===== src/rtl/vmem_arbiter_if.sv =====
// Video memory arbiter bus: display read port, two writer ports, memory port and miss statistics.
// The arbiter sits on the slave side; clients and the memory sit on the master side.
interface vmem_arbiter_if #(
   parameter int AW    = 19,
   parameter int DW    = 24,
   parameter int CNT_W = 16
);
   logic             disp_req;
   logic [AW-1:0]    disp_addr;
   logic [DW-1:0]    disp_data;
   logic             disp_rvalid;
   logic             disp_miss;
   logic             w0_req;
   logic [AW-1:0]    w0_addr;
   logic [DW-1:0]    w0_data;
   logic             w0_gnt;
   logic             w1_req;
   logic [AW-1:0]    w1_addr;
   logic [DW-1:0]    w1_data;
   logic             w1_gnt;
   logic [AW-1:0]    mem_addr;
   logic             mem_we;
   logic [DW-1:0]    mem_wdata;
   logic [DW-1:0]    mem_rdata;
   logic [CNT_W-1:0] miss_cnt;

   modport slave (
      input  disp_req, disp_addr, w0_req, w0_addr, w0_data, w1_req, w1_addr, w1_data, mem_rdata,
      output disp_data, disp_rvalid, disp_miss, w0_gnt, w1_gnt, mem_addr, mem_we, mem_wdata, miss_cnt
   );

   modport master (
      output disp_req, disp_addr, w0_req, w0_addr, w0_data, w1_req, w1_addr, w1_data, mem_rdata,
      input  disp_data, disp_rvalid, disp_miss, w0_gnt, w1_gnt, mem_addr, mem_we, mem_wdata, miss_cnt
   );
endinterface


===== src/rtl/vmem_arbiter.sv =====
// Single-port video memory arbiter: display reads win, two writers share round-robin,
// and a starved writer may steal one display slot (the display then repeats the held pixel).
module vmem_arbiter #(
   parameter int AW           = 19,
   parameter int DW           = 24,
   parameter int STARVE_LIMIT = 1024,
   parameter int CNT_W        = 16
) (
   input  logic           clk,
   input  logic           rst,
   vmem_arbiter_if.slave  bus
);
   localparam int SW = $clog2(STARVE_LIMIT + 1);
   localparam logic [SW-1:0] LIMIT = SW'(STARVE_LIMIT);

   typedef enum logic [1:0] {OWN_IDLE, OWN_DISP, OWN_WRITE, OWN_STEAL} owner_t;

   owner_t           owner;
   owner_t           prev_owner;
   logic [SW-1:0]    starve_cnt;
   logic             rr_ptr;
   logic [DW-1:0]    hold;
   logic [CNT_W-1:0] miss_cnt;
   logic             pend;
   logic             wsel;
   logic             wgrant;

   // Owner selection; everything is forced idle while reset is held so no write can slip out.
   always_comb begin
      pend  = bus.w0_req | bus.w1_req;
      wsel  = (bus.w0_req & bus.w1_req) ? rr_ptr : bus.w1_req;
      owner = OWN_IDLE;
      if (!rst) begin
         if (bus.disp_req && pend && (starve_cnt >= LIMIT))
            owner = OWN_STEAL;
         else if (bus.disp_req)
            owner = OWN_DISP;
         else if (pend)
            owner = OWN_WRITE;
      end
      wgrant = (owner == OWN_WRITE) || (owner == OWN_STEAL);
   end

   always_comb begin
      bus.w0_gnt    = wgrant & ~wsel;
      bus.w1_gnt    = wgrant & wsel;
      bus.mem_we    = wgrant;
      bus.mem_addr  = bus.disp_addr;
      bus.mem_wdata = wsel ? bus.w1_data : bus.w0_data;
      if (wgrant)
         bus.mem_addr = wsel ? bus.w1_addr : bus.w0_addr;
   end

   // Return path looks only at who owned the previous slot; a stolen slot replays the hold pixel.
   always_comb begin
      bus.disp_rvalid = (prev_owner == OWN_DISP) || (prev_owner == OWN_STEAL);
      bus.disp_miss   = (prev_owner == OWN_STEAL);
      bus.disp_data   = (prev_owner == OWN_DISP) ? bus.mem_rdata : hold;
   end

   assign bus.miss_cnt = miss_cnt;

   always_ff @(posedge clk or posedge rst) begin
      if (rst) begin
         prev_owner <= OWN_IDLE;
         rr_ptr     <= 1'b0;
         starve_cnt <= '0;
         hold       <= '0;
         miss_cnt   <= '0;
      end else begin
         prev_owner <= owner;
         if (wgrant)
            rr_ptr <= ~wsel;
         if (wgrant || !pend)
            starve_cnt <= '0;
         else if (starve_cnt < LIMIT)
            starve_cnt <= starve_cnt + 1'b1;
         if (prev_owner == OWN_DISP)
            hold <= bus.mem_rdata;
         if ((owner == OWN_STEAL) && (miss_cnt != '1))
            miss_cnt <= miss_cnt + 1'b1;
      end
   end
endmodule


===== src/flat_wrapper.sv =====
// flat-port wrapper written by rule: the top's interface ports become plain ports
module vmem_arbiter_flat 
#(
   parameter int AW           = 19,
   parameter int DW           = 24,
   parameter int STARVE_LIMIT = 1024,
   parameter int CNT_W        = 16
)
  (clk, rst, bus_disp_req, bus_disp_addr, bus_w0_req, bus_w0_addr, bus_w0_data, bus_w1_req, bus_w1_addr, bus_w1_data, bus_mem_rdata, bus_disp_data, bus_disp_rvalid, bus_disp_miss, bus_w0_gnt, bus_w1_gnt, bus_mem_addr, bus_mem_we, bus_mem_wdata, bus_miss_cnt);
  vmem_arbiter_if #(.AW(AW), .DW(DW), .CNT_W(CNT_W)) bus_i ();
  input  logic clk;
  input  logic rst;
  input wire logic [$bits(bus_i.disp_req)-1:0] bus_disp_req;
  input wire logic [$bits(bus_i.disp_addr)-1:0] bus_disp_addr;
  input wire logic [$bits(bus_i.w0_req)-1:0] bus_w0_req;
  input wire logic [$bits(bus_i.w0_addr)-1:0] bus_w0_addr;
  input wire logic [$bits(bus_i.w0_data)-1:0] bus_w0_data;
  input wire logic [$bits(bus_i.w1_req)-1:0] bus_w1_req;
  input wire logic [$bits(bus_i.w1_addr)-1:0] bus_w1_addr;
  input wire logic [$bits(bus_i.w1_data)-1:0] bus_w1_data;
  input wire logic [$bits(bus_i.mem_rdata)-1:0] bus_mem_rdata;
  output wire logic [$bits(bus_i.disp_data)-1:0] bus_disp_data;
  output wire logic [$bits(bus_i.disp_rvalid)-1:0] bus_disp_rvalid;
  output wire logic [$bits(bus_i.disp_miss)-1:0] bus_disp_miss;
  output wire logic [$bits(bus_i.w0_gnt)-1:0] bus_w0_gnt;
  output wire logic [$bits(bus_i.w1_gnt)-1:0] bus_w1_gnt;
  output wire logic [$bits(bus_i.mem_addr)-1:0] bus_mem_addr;
  output wire logic [$bits(bus_i.mem_we)-1:0] bus_mem_we;
  output wire logic [$bits(bus_i.mem_wdata)-1:0] bus_mem_wdata;
  output wire logic [$bits(bus_i.miss_cnt)-1:0] bus_miss_cnt;
  assign bus_i.disp_req = bus_disp_req;
  assign bus_i.disp_addr = bus_disp_addr;
  assign bus_i.w0_req = bus_w0_req;
  assign bus_i.w0_addr = bus_w0_addr;
  assign bus_i.w0_data = bus_w0_data;
  assign bus_i.w1_req = bus_w1_req;
  assign bus_i.w1_addr = bus_w1_addr;
  assign bus_i.w1_data = bus_w1_data;
  assign bus_i.mem_rdata = bus_mem_rdata;
  assign bus_disp_data = bus_i.disp_data;
  assign bus_disp_rvalid = bus_i.disp_rvalid;
  assign bus_disp_miss = bus_i.disp_miss;
  assign bus_w0_gnt = bus_i.w0_gnt;
  assign bus_w1_gnt = bus_i.w1_gnt;
  assign bus_mem_addr = bus_i.mem_addr;
  assign bus_mem_we = bus_i.mem_we;
  assign bus_mem_wdata = bus_i.mem_wdata;
  assign bus_miss_cnt = bus_i.miss_cnt;
  vmem_arbiter #(.AW(AW), .DW(DW), .STARVE_LIMIT(STARVE_LIMIT), .CNT_W(CNT_W)) u_core (.clk(clk), .rst(rst), .bus(bus_i));
endmodule

===== config.mk =====
export PLATFORM = sky130hd
export DESIGN_NAME = vmem_arbiter_flat
export DESIGN_NICKNAME = d
export VERILOG_FILES = /design/src/rtl/vmem_arbiter_if.sv /design/src/rtl/vmem_arbiter.sv /design/src/flat_wrapper.sv
export SDC_FILE = /design/constraint.sdc
export NUM_CORES = 1
export LEC_CHECK = 0
export BUFFER_PORTS_ARGS = -buffer_cell sky130_fd_sc_hd__buf_4
export CORE_ASPECT_RATIO = 1.5
export CORE_MARGIN = 5
export CORE_UTILIZATION = 45
export CTS_BUF_LIST = sky130_fd_sc_hd__clkbuf_4 sky130_fd_sc_hd__clkbuf_8
export DETAILED_ROUTE_END_ITERATION = 10
export GPL_TIMING_DRIVEN = 0
export HOLD_SLACK_MARGIN = 0.03
export PLACE_DENSITY = 0.9
export SYNTH_ARGS = -nofsm -noshare
export SYNTH_HDL_FRONTEND = slang
export SYNTH_SLANG_ARGS = --single-unit

===== constraint.sdc =====
create_clock -name clk -period 4.08 [get_ports clk]
set_input_delay 0.612 -clock clk [delete_from_list [all_inputs] [get_ports clk]]
set_output_delay 0.612 -clock clk [all_outputs]
set_load 0.01 [all_outputs]

==> results.md <==
- Status: completed
- Root Buffer: clkbuf_8
- Commonest non-fill, non-tap cells in the layout: buf_4 (221), nand2_1 (83), dfrtp_1 (54), mux2_2 (24)
- Flops & latches, synth: between 50 and 60
- Area added between synthesis and finish: 61.2%
- DRT iter0 DRCs: 237
- Die width: approximately 77 um
- Share of layout cells above drive strength 1: 49.4%
- H-Tree Depth: 2
- DRC: 0
- Commonest non-fill, non-tap cell in the layout: buf_4
- Placed Instance Area: 4810 um2
- Synth unique cells: 39
- Critical path startpoint category: input port
- Post-CTS sizing: 0
- TritonCTS clock tree: built
- Clock sinks: 54
- LEAKAGE: 2.66 nW
- Syn nets: 460
- Worst VDD drop: around 140 uV
- Count of standard-cell rows: 36
- Synth Instances: 324
- Final Max Slew Viols: 0
- Setup ws final: 1.31 ns
- Final hold violation count: 0
- Drt total wl: ~10000 um
- Fillers: around 440
- Die height: roughly 110 um
- Clock Path Buffers: 2
- Initial core utilization: 46.5%
- Max Cap Violations: 0
- Inserted Clock Buffers: 5
- Layout Skew: about 0.006 ns
- Pre-CTS setup slack: 1.32 ns
- Crit path max fanout: 10
- Vias in the first global route: approximately 3600
- Post-synth EDFFs: 0
- Via count: ~3300
- CTS clk-pin slew, worst paths: ~0.090 ns
- Min Tclk post-route: 2.77 ns
- Fin area: 4890 um2
- Final ANT Viol Nets: 0
- Register area share after synthesis: 44.5%
- Initial antenna violation count: 0
- Die area: roughly 8500 um2
- Finished Layout Cells: 629
- Gpl congestion: 0.862
- First-pass GRT wire length: 16500 um
- Post-CTS Hold Fix Bufs: 0
- CP endpoint kind: output pin
- Worst skew pair latency: ~0.31 ns
- P per Cell Area: about 280 nW/um2
- Required @ worst endpoint: 3.47 ns
- Worst min path class: input port to asynchronous set/reset pin
- CP Class: input port to output pin
- Post-DR wirelength/cell: between 15 and 20 um
- IO Count: around 220
- Worst slew margin: about two thirds
- FFs w/ async S/R, synth: 100%
- GRT Util Overall: approximately a quarter
- Setup Fix Bufs, Post-CTS: 0
- Setup TNS: 0 ns
- Final setup violation count: 0
- GRT Residual Overflow: 0
- Arrival time worst endpoint: about 2.2 ns
- Synth Cell Area: approximately 3000 um2
- Core Area: approximately 6500 um2
- Fmax: roughly 0.36 GHz
- Post-Syn Area per Cell: ~9.4 um2
- Final HPWL DP: slightly below 9000 um
- PortBufs: approximately 220
- Final Cycle Share: between 60% and 70%
- Final #Nets: ~700
- Yosys warns: 0
- Final Util: 74.9%
- Ant. Diodes: 0
- Largest net degree at the start of global routing: 33
- Placed Cells: 622
- DRT Pass-1 Iters: 4
- Measured slew at the worst slew-check pin: 0.523 ns
- Vias/cell: approximately 5.3
- RSZ-0062 raised after global routing: false
- Post-synth top flop: dfrtp_1
-- synthesized netlist by cell type, drive strengths merged, types with 2 or more instances --
master,number,area share [%]
nor3,5,0.82
xnor2,5,1.4
dfrtp,54,45
a21oi,4,0.66
nand3,6,0.99
xor2,15,4.3
clkbuf,9,1.1
nand4,8,1.9
nand2,83,10
or2,2,0.41
ha,2,0.82
mux2,25,9.3
a221o,19,6.3
nand4b,2,0.58
nor2,21,2.6
and3,21,4.3
nor2b,4,0.82
o21ai,4,0.66
buf,11,2.0
or3,3,0.62
nor4,6,1.9
inv,5,0.62
-- cells by family (layout without fill, tap and decap cells) --
group / Yosys count / after routing / share of synthesized area [%]
compound gates: 31 / 31 / 8.57
xor+xnor: 20 / 20 / 5.77
fa+ha+maj: 2 / 2 / 0.824
buf+inv: 25 / 254 / 3.75
flops: 54 / 54 / 44.5
mux: 26 / 26 / 9.60
simple gates: 166 / 166 / 27.0
-- metrics by stage --
stage	total power, mW	hold WS [ns]
5_1_grt	1.45	0.383
4_1_cts	1.39	0.356
2_1_floorplan	0.818	0.504
3_3_place_gp	1.08	0.480
6_report	1.38	0.346
3_5_place_dp	1.10	0.486
-- worst paths after layout --
kind,start,end,slack (ns),cells after the start
worst max-delay path,bus_disp_req,bus_mem_addr[4],1.31,9
worst min-delay path,rst,u_core.hold[2],0.35,2
worst max register to register,u_core.bus.miss_cnt[9],u_core.bus.miss_cnt[1],2.20,4
worst min register to register,u_core.hold[6],u_core.hold[6],0.50,1
max in group asynchronous,rst,u_core.hold[11],3.20,3
min in group clk,u_core.hold[6],u_core.hold[6],0.50,1
-- power breakdown --
part           internal, mW  switching [mW]
clock network         0.118           0.176
logic                 0.271           0.210
registers             0.587          0.0200
-- layer usage --
metal  GRT usage (%)  up-vias  wire length (um)
met3            6.35       30              1060
met4            10.3        0               348
met5               0        -                 0
met2            42.5      196              5390
li1                -     1588                 -
met1            24.7     1534              3640
-- cell type report --
| cell class | instances | area (um2) | share of cell area (%) |
|---|---|---|---|
| Tap cell | 76 | 95.1 | 1.94 |
| Inverter | 5 | 18.8 | 0.384 |
| Clock inverter | 2 | 15.0 | 0.307 |
| Timing Repair Buffer | 222 | 1680 | 34.3 |
| Sequential cell | 54 | 1350 | 27.6 |
| Buffer | 20 | 95.1 | 1.94 |
| Multi-Input combinational cell | 245 | 1570 | 32.1 |
| Clock buffer | 5 | 68.8 | 1.41 |
-- critical path: stages --
cell      delay [ns]
buf_4           0.13
nor2b_1         0.14
or3_1           0.31
buf_2           0.18
inv_2           0.05
clkbuf_1        0.26
and3_1          0.22
a221o_1         0.12
buf_4           0.12
-- sequential cells by signal, indices dropped and copies added (netlist names) --
register             count
u_core.starve_cnt       11
u_core.rr_ptr            1
u_core.hold             24
u_core.prev_owner        2
u_core.bus.miss_cnt     16
Note: power is estimated with default switching activity, not from simulation.
